## config.mk

```make
export PLATFORM = sky130hd
export DESIGN_NAME = gpu_ext_req_seq
export DESIGN_NICKNAME = d
export VERILOG_FILES = /design/src/rtl/gpu_ext_req_seq.sv
export SDC_FILE = /design/constraint.sdc
export NUM_CORES = 1
export LEC_CHECK = 0
export ABC_AREA = 1
export CAP_MARGIN = 20
export CORE_ASPECT_RATIO = 0.8
export CORE_UTILIZATION = 54
export DETAILED_ROUTE_END_ITERATION = 8
export PLACE_DENSITY = 0.85
export SLEW_MARGIN = 15
export SYNTH_ARGS = -nofsm -noshare
export SYNTH_HDL_FRONTEND = slang
export SYNTH_SLANG_ARGS = --single-unit
```

## constraint.sdc

```tcl
create_clock -name sys_clk -period 9.6 [get_ports sys_clk]
set_input_delay 1.92 -clock sys_clk [delete_from_list [all_inputs] [get_ports sys_clk]]
set_output_delay 1.92 -clock sys_clk [all_outputs]
set_load 0.01 [all_outputs]
```

## src/rtl/gpu_ext_req_seq.sv

```systemverilog
// Data-side external access sequencer: queues pipeline loads/stores, issues them
// one at a time to the gateway, tracks completion and returns load results.
module gpu_ext_req_seq #(
  parameter int DEPTH   = 2,
  parameter int TIMEOUT = 255
) (
  input  logic        sys_clk,
  input  logic        reset,
  input  logic        ce,
  input  logic        req_valid,
  output logic        req_ready,
  input  logic        req_write,
  input  logic [23:0] req_addr,
  input  logic [1:0]  req_size,
  input  logic [31:0] req_wdata,
  input  logic [4:0]  req_dreg,
  output logic        external,
  output logic        progserv,
  output logic [23:0] gpu_addr,
  output logic [1:0]  msize,
  output logic        gpu_memw,
  output logic [31:0] gpu_din,
  input  logic        gate_active,
  input  logic        xld_ready,
  input  logic [31:0] load_data,
  output logic        wb_valid,
  output logic [4:0]  wb_reg,
  output logic [31:0] wb_data,
  output logic        busy,
  output logic        ld_pending,
  output logic        bus_err
);

  localparam int AW = (DEPTH > 1) ? $clog2(DEPTH) : 1;
  localparam int CW = AW + 1;
  localparam logic [7:0] TMO_LAST = 8'(TIMEOUT - 1);

  typedef struct packed {
    logic        write;
    logic [23:0] addr;
    logic [1:0]  size;
    logic [31:0] wdata;
    logic [4:0]  dreg;
  } req_t;

  typedef enum logic [2:0] {
    S_IDLE,
    S_ISSUE,
    S_WAIT_ACT,
    S_WAIT_DONE,
    S_WB
  } state_t;

  req_t          r_mem [DEPTH];
  logic [AW-1:0] r_wr_ptr;
  logic [AW-1:0] r_rd_ptr;
  logic [CW-1:0] r_count;
  state_t        r_state;
  state_t        w_next;
  logic [7:0]    r_tmo_cnt;
  logic          r_bus_err;
  logic [23:0]   r_gpu_addr;
  logic [1:0]    r_msize;
  logic          r_gpu_memw;
  logic [31:0]   r_gpu_din;
  logic [4:0]    r_wb_reg;
  logic [31:0]   r_wb_data;

  req_t w_head;
  logic w_full;
  logic w_empty;
  logic w_push;
  logic w_pop;
  logic w_issue;
  logic w_capture;
  logic w_timeout;
  logic w_ld_any;

  assign w_head  = r_mem[r_rd_ptr];
  assign w_full  = (r_count == CW'(DEPTH));
  assign w_empty = (r_count == '0);
  assign w_push  = ce & req_valid & ~w_full;

  // NOTE: FIFO storage has no reset; r_count alone decides which slots hold live requests.
  always_ff @(posedge sys_clk) begin
    if (w_push) begin
      r_mem[r_wr_ptr] <= '{write: req_write, addr: req_addr, size: req_size,
                           wdata: req_wdata, dreg: req_dreg};
    end
  end

  // NOTE: sequential state uses non-blocking assignments so every register samples pre-edge values.
  always_ff @(posedge sys_clk) begin
    if (reset) begin
      r_wr_ptr <= '0;
      r_rd_ptr <= '0;
      r_count  <= '0;
    end else if (ce) begin
      if (w_push) r_wr_ptr <= r_wr_ptr + AW'(1);
      if (w_pop)  r_rd_ptr <= r_rd_ptr + AW'(1);
      case ({w_push, w_pop})
        2'b10:   r_count <= r_count + CW'(1);
        2'b01:   r_count <= r_count - CW'(1);
        default: r_count <= r_count;
      endcase
    end
  end

  always_ff @(posedge sys_clk) begin
    if (reset)   r_state <= S_IDLE;
    else if (ce) r_state <= w_next;
  end

  // NOTE: every always_comb output gets a default first so no path leaves a latch behind.
  always_comb begin
    w_next    = r_state;
    w_pop     = 1'b0;
    w_issue   = 1'b0;
    w_capture = 1'b0;
    w_timeout = 1'b0;
    case (r_state)
      S_IDLE: begin
        if (!w_empty && !gate_active) begin
          w_next  = S_ISSUE;
          w_issue = 1'b1;
        end
      end
      S_ISSUE:    w_next = S_WAIT_ACT;
      S_WAIT_ACT: begin
        if (gate_active) begin
          w_next = S_WAIT_DONE;
        end else if (r_tmo_cnt == TMO_LAST) begin
          w_timeout = 1'b1;
          w_pop     = 1'b1;
          w_next    = S_IDLE;
        end
      end
      S_WAIT_DONE: begin
        if (w_head.write) begin
          if (!gate_active) begin
            w_pop  = 1'b1;
            w_next = S_IDLE;
          end
        end else if (xld_ready) begin
          w_capture = 1'b1;
          w_pop     = 1'b1;
          w_next    = S_WB;
        end
      end
      S_WB:    w_next = S_IDLE;
      default: w_next = S_IDLE;
    endcase
  end

  // Bus fields are latched when the head is issued, so they stay put through the
  // gateway's address latch and keep their last values once the queue drains.
  always_ff @(posedge sys_clk) begin
    if (reset) begin
      r_tmo_cnt  <= '0;
      r_bus_err  <= 1'b0;
      r_gpu_addr <= '0;
      r_msize    <= '0;
      r_gpu_memw <= 1'b0;
      r_gpu_din  <= '0;
      r_wb_reg   <= '0;
      r_wb_data  <= '0;
    end else if (ce) begin
      if (r_state == S_ISSUE) begin
        r_tmo_cnt <= '0;
      end else if (r_state == S_WAIT_ACT && !gate_active && !w_timeout) begin
        r_tmo_cnt <= r_tmo_cnt + 8'd1;
      end
      if (w_timeout) r_bus_err <= 1'b1;
      if (w_issue) begin
        r_gpu_addr <= w_head.addr;
        r_msize    <= w_head.size;
        r_gpu_memw <= w_head.write;
        r_gpu_din  <= w_head.wdata;
      end
      if (w_capture) begin
        r_wb_reg  <= w_head.dreg;
        r_wb_data <= load_data;
      end
    end
  end

  // The in-flight head is still a queue entry until it pops, so scanning live
  // entries covers both queued and in-flight loads.
  always_comb begin
    w_ld_any = 1'b0;
    for (int i = 0; i < DEPTH; i++) begin
      if ((CW'(i) < r_count) && !r_mem[r_rd_ptr + AW'(i)].write) w_ld_any = 1'b1;
    end
  end

  assign req_ready  = ~w_full;
  assign external   = (r_state == S_ISSUE);
  assign progserv   = 1'b0;
  assign gpu_addr   = r_gpu_addr;
  assign msize      = r_msize;
  assign gpu_memw   = r_gpu_memw;
  assign gpu_din    = r_gpu_din;
  assign wb_valid   = (r_state == S_WB);
  assign wb_reg     = r_wb_reg;
  assign wb_data    = r_wb_data;
  assign busy       = ~w_empty | (r_state != S_IDLE);
  assign ld_pending = w_ld_any;
  assign bus_err    = r_bus_err;

endmodule

```

# Word level (Yosys, flattened, before mapping)
# Memories as Yosys holds them, arrays and structs flattened. A register that Yosys moved wholly into a read port is not among the register bits.
# Cells that the tools add are included.
# W data, S select, Z words.
# word_totals
mem_count	1
ramBits	128
regBits	112
word_cells	87
out_inout_bits	103
# mem_list
memory	depth	width	read_ports	rd_ports_with_merged_regs	wr	line	rtl
r_mem	2	64	2	1	1	54	req_t r_mem [DEPTH];
# classes
n_mux	27
n_eq_ne	12
add_sub_neg	5
n_reduce_logical	23
order_cmp	2
bitwise_logic	5
# ops
op	n
$mux W3	6
$mux W1	16
$mux W8	2
$reduce_and A2 Y1	7
$pmux W3 S4	1
$ne A3 B3 Y1 const B	3
$add A8 B1 Y8 const B	1
$eq A8 B8 Y1 const B	1
$eq A3 B2 Y1 const B	2
$logic_and A1 B1 Y1	5
$logic_not A1 Y1	5
$reduce_and A5 Y1	1
$eq A2 B2 Y1 const B	2
$lt A1 B2 Y1 const A	2
$pmux W2 S2	1
$reduce_bool A2 Y1	2
$eq A3 B1 Y1 const B	1
$eq A3 B3 Y1 const B	1
$logic_not A3 Y1	1
$reduce_bool A3 Y1	1
$add A1 B1 Y1 const B	2
$add A2 B1 Y2 const B	1
$and A1 B1 Y1	2
$eq A2 B1 Y1 const B	1
6 further kinds	7

# Depth between registers and ports, before layout
# logic_depth
depth_word	8
mapped_depth	11
depth_no_buf	11

# Worst setup path before layout
# Ideal clock, no wire load.
# synth_path
path_type	input to register
start	input ce
end	memory r_mem[0][0] (netlist name), enable pin
setup_time_ns	0.487
path_stages	3
slack_ns	4.099
path_buffers	1
required_time_ns	9.113
arrival_ns	5.014
path_cell_list	buf_2 > nand3_1 > nor2_1
# synth_via
elab_chain_cells	4
# synth_lines
element	line	rtl
start: declaration	9	input logic ce,
$and A1 B1 Y1 (2 in a row)	82	assign w_push = ce & req_valid & ~w_full;
$mux W1	86	if (w_push) begin
$mux W1 (not written as such)	87	r_mem[r_wr_ptr] <= '{write: req_write, addr: req_addr, size: req_size,
end: declaration	54	
# No other way between the ends.

==> metrics.log <==
INFO  metric post_synth_num_cell_types = 34
INFO  metric max_slew.worst_pin.slew = roughly 1.1 ns
INFO  metric cts.reportedPaths.clkPinSlew = about 0.06 ns
INFO  metric hold_violations = 0
INFO  metric vias_per_cell = approximately 5.1
INFO  metric critPathArrivalTime = 2.40 ns
INFO  metric nFillCells = 1151
INFO  metric power_density = 192.3 mW/mm^2
INFO  metric io_buffer_count = roughly 200
INFO  metric place.gp.congestion = between 0.8 and 0.9
INFO  metric seq_power_share = 0.501
INFO  metric netlist_top_cells_area = sky130_fd_sc_hd__edfxtp_1 (41%), sky130_fd_sc_hd__dfxtp_1 (24%), sky130_fd_sc_hd__nand2_1 (9.5%)
INFO  metric sequential_cell_area = 0.006107 sq mm
INFO  metric post-cts-setup-buffers = 0
INFO  metric post_synthesis_cell_count = 936
INFO  metric top_register = r_mem
INFO  metric synth_seq_area_share = 0.6572
INFO  metric largest_register_ffs = between 100 and 150
INFO  metric grt_start_max_net_pins = 88
INFO  metric rsz0062_at_grt = false
INFO  metric power_switching_share = 0.2379
INFO  metric synth_top_cell_by_area = sky130_fd_sc_hd__edfxtp_1
INFO  metric total_power = roughly 0.0023 W
INFO  metric detailedRoute.firstIterationViolations = 432
INFO  metric grt_first_pass_wirelength = around 32000 um
INFO  metric syn_to_final_growth = 30.64%
INFO  metric initial_util = 0.5577
INFO  metric route.final.wire_length = 20520 um
INFO  metric crit_family = buffers and inverters
INFO  metric final-max-slew-violation-count = 0
INFO  metric core = 0.01666 sq mm
INFO  metric critPathSlowestCell = sky130_fd_sc_hd__buf_4
INFO  metric share_clk_of_total_power = 0.381
INFO  metric post_synth_instance_area = roughly 0.0093 sq mm
INFO  metric cts.repair.resized = 0
INFO  metric critical_path.cell_chain = buf_4, inv_2, nand2_1, nand2_1, inv_1, o32ai_1, clkdlybuf4s50_1
INFO  metric ant_nets = 0
INFO  metric ir_drop = around 0.13 mV
INFO  metric critPathCaptureType = primary output
INFO  metric antenna_found_initial = 1
INFO  metric synth_edf_count = 128
INFO  metric postSynthRegisterBits = ~240
INFO  metric cts_hold_repair.buffers = 0
INFO  metric max_slew_headroom = 0.2786
INFO  metric ys.warnings.count = 0
INFO  metric critical_path_cell_count = 7
INFO  metric clock_tree.buffer_depth = 3
INFO  metric htreeDepth = 1
INFO  metric post_route_cells_drive_above_1_share = 0.07550
INFO  metric netlist.area_leader.share = 0.4137
INFO  metric path_buf_inv = 4
INFO  metric worst_r2r_endpoint = r_count[1]$_SDFFE_PP0P_
INFO  metric clock_skew = approximately 0.011 ns
INFO  metric overflow = 0
INFO  metric run_status = completed
INFO  metric timing.critical_path.to = ld_pending
INFO  metric static-leakage-power = between 4 and 5 nW
INFO  metric share_of_flip_flops_with_an_asynchronous_set_or_reset = 0
INFO  metric diodes = 0
INFO  metric number_of_buffers_added_by_the_clock_tree_synthesis_step = 23
INFO  metric crit_path_max_incr_delay = approximately 0.56 ns
INFO  metric finalWorstPathRequiredPeriod = between 4 and 5 ns
INFO  metric num_rows = 42
INFO  metric drt-wirelength-per-cell = 15.10 um
INFO  metric syn_avg_cell_area = 9.925 sq um
INFO  metric multiInputGateArea = between 0.002 and 0.003 sq mm
INFO  metric die_height = ~120 um
INFO  metric timing.final.setup_violations = 0
INFO  metric mostFrequentLayoutCell = sky130_fd_sc_hd__nand2_1
INFO  metric setup_tns = 0 ns
INFO  metric final_nets = between 1000 and 1500
INFO  metric ioPinCount = between 200 and 250
INFO  metric r2r.worst_path.cells = 11
INFO  metric drt_drc_violations_left = 0
INFO  metric clock-sinks = around 240
INFO  metric die_w = between 100 and 150 um
INFO  metric power.combinational.fraction = 0.119
INFO  metric cts_tree = built
INFO  metric drtPass1Iterations = 4
INFO  metric timing.critical_path.required = between 7 and 8 ns
INFO  metric maxCapViolations = 0
INFO  metric fmax = roughly 230 MHz
INFO  metric yosys_most_used_dff = sky130_fd_sc_hd__edfxtp_1
INFO  metric power_switching = 0.0005551 W
INFO  metric timing.final.crit_share = 0.4502
INFO  metric start_kind = flip-flop
INFO  metric setup.reg_to_reg.worst_slack = around 7.0 ns
INFO  metric critical_path.most_common_cell = sky130_fd_sc_hd__nand2_1
INFO  metric commonest_cells_after_routing_fill_and_taps_aside = sky130_fd_sc_hd__nand2_1 (236), sky130_fd_sc_hd__clkdlybuf4s50_1 (203), sky130_fd_sc_hd__nor2_1 (138), sky130_fd_sc_hd__edfxtp_1 (128), sky130_fd_sc_hd__dfxtp_1 (112)
INFO  metric critPathKind = flip-flop to primary output
INFO  metric die_area = 0.01774 sq mm
INFO  metric number_of_global_route_vias_before_repair = between 6000 and 7000
INFO  metric cellInternalPower = around 0.0018 W
INFO  metric insertion_delay = between 0.5 and 0.6 ns
INFO  metric worst_hold_path_type = flip-flop to flip-flop
INFO  metric gr-usage-all-layers = 0.2302
INFO  metric cts_root_buf = sky130_fd_sc_hd__clkbuf_16
INFO  metric synthesis.nets = between 1000 and 1500
INFO  metric hpwlAfterDp = between 10000 and 15000 um
INFO  metric crit_fanout = 65
INFO  metric routed-via-count = ~6900
## metal layers
metal	vias up	GRT usage	wire [um]
met5	-	0	12
met4	2	0.06379	458
met3	32	0.05862	1826
li1	3431	-	-
met2	267	0.3937	9842
met1	3195	0.2879	8378
## Yosys cell counts (all sizes together) (3+ instances only)
| cell type | n |
|---|---|
| buf | 26 |
| o21ai | 103 |
| inv | 69 |
| clkbuf | 23 |
| nor3 | 3 |
| nand4 | 3 |
| edfxtp | 128 |
| ha | 6 |
| dfxtp | 113 |
| nor2 | 143 |
| a21oi | 49 |
| nand2 | 240 |
| nand3 | 24 |
## worst min-delay path, stage by stage, from the launching register on
cell and delay [ns]:
sky130_fd_sc_hd__dfxtp_1 0.31, sky130_fd_sc_hd__inv_1 0.04, sky130_fd_sc_hd__a21oi_1 0.05
## area by class of cell
class / instances / area share
clock buffer: 30 / 0.05124
clock inverter: 12 / 0.01031
inverter: 69 / 0.02134
multi-input combinational: 577 / 0.2195
sequential: 241 / 0.5032
tap: 220 / 0.02268
timing repair buffer: 210 / 0.1718
## cell families (layout without fill, tap and decap cells)
logic type / Yosys count / after routing / synth area share
compound gates: 155 / 155 / 0.09495
flops: 241 / 241 / 0.6572
xor+xnor: 2 / 2 / 0.001886
buf+inv: 118 / 321 / 0.05764
other cells: 1 / 1 / 0.0004037
simple gates: 413 / 413 / 0.1798
fa+ha+maj: 6 / 6 / 0.008081
## power groups by stage
stage	clock network, W	logic [W]	registers, W
2_1_floorplan	0	0.000146	0.00119
3_3_place_gp	0	0.000268	0.00119
3_5_place_dp	0	0.000276	0.00119
4_1_cts	0.000905	0.000279	0.00117
5_1_grt	0.000953	0.000303	0.00117
6_report	0.000888	0.000277	0.00117
## worst min path at each step
stage / startpoint / endpoint / slack [ns] / cells past startpoint
global placement: wb_data[4]$_SDFFE_PP0P_ / wb_data[4]$_SDFFE_PP0P_ / 0.43 / 2
floorplan: r_wr_ptr$_SDFFE_PP0P_ / r_wr_ptr$_SDFFE_PP0P_ / 0.46 / 2
global route: wb_data[8]$_SDFFE_PP0P_ / wb_data[8]$_SDFFE_PP0P_ / 0.46 / 2
detailed placement: wb_data[1]$_SDFFE_PP0P_ / wb_data[1]$_SDFFE_PP0P_ / 0.44 / 2
CTS: wb_data[16]$_SDFFE_PP0P_ / wb_data[16]$_SDFFE_PP0P_ / 0.45 / 2
finish: wb_data[1]$_SDFFE_PP0P_ / wb_data[1]$_SDFFE_PP0P_ / 0.45 / 2
## metrics by stage
step / worst slack [ns] / instances / area, sq um / hold WS [ns] / utilization
6_report: 5.278 / 1359 / 12140 / 0.4452 / 0.7286
5_1_grt: 5.152 / 1359 / 12140 / 0.4627 / 0.7286
4_1_cts: 5.231 / 1359 / 12140 / 0.4462 / 0.7286
3_5_place_dp: 5.030 / 1317 / 11390 / 0.4381 / 0.6837
3_3_place_gp: 5.087 / 1317 / 11390 / 0.4311 / 0.6837
2_1_floorplan: 4.099 / 936 / 9290 / 0.4597 / -
No activity file was read; power rests on OpenSTA's default activity.
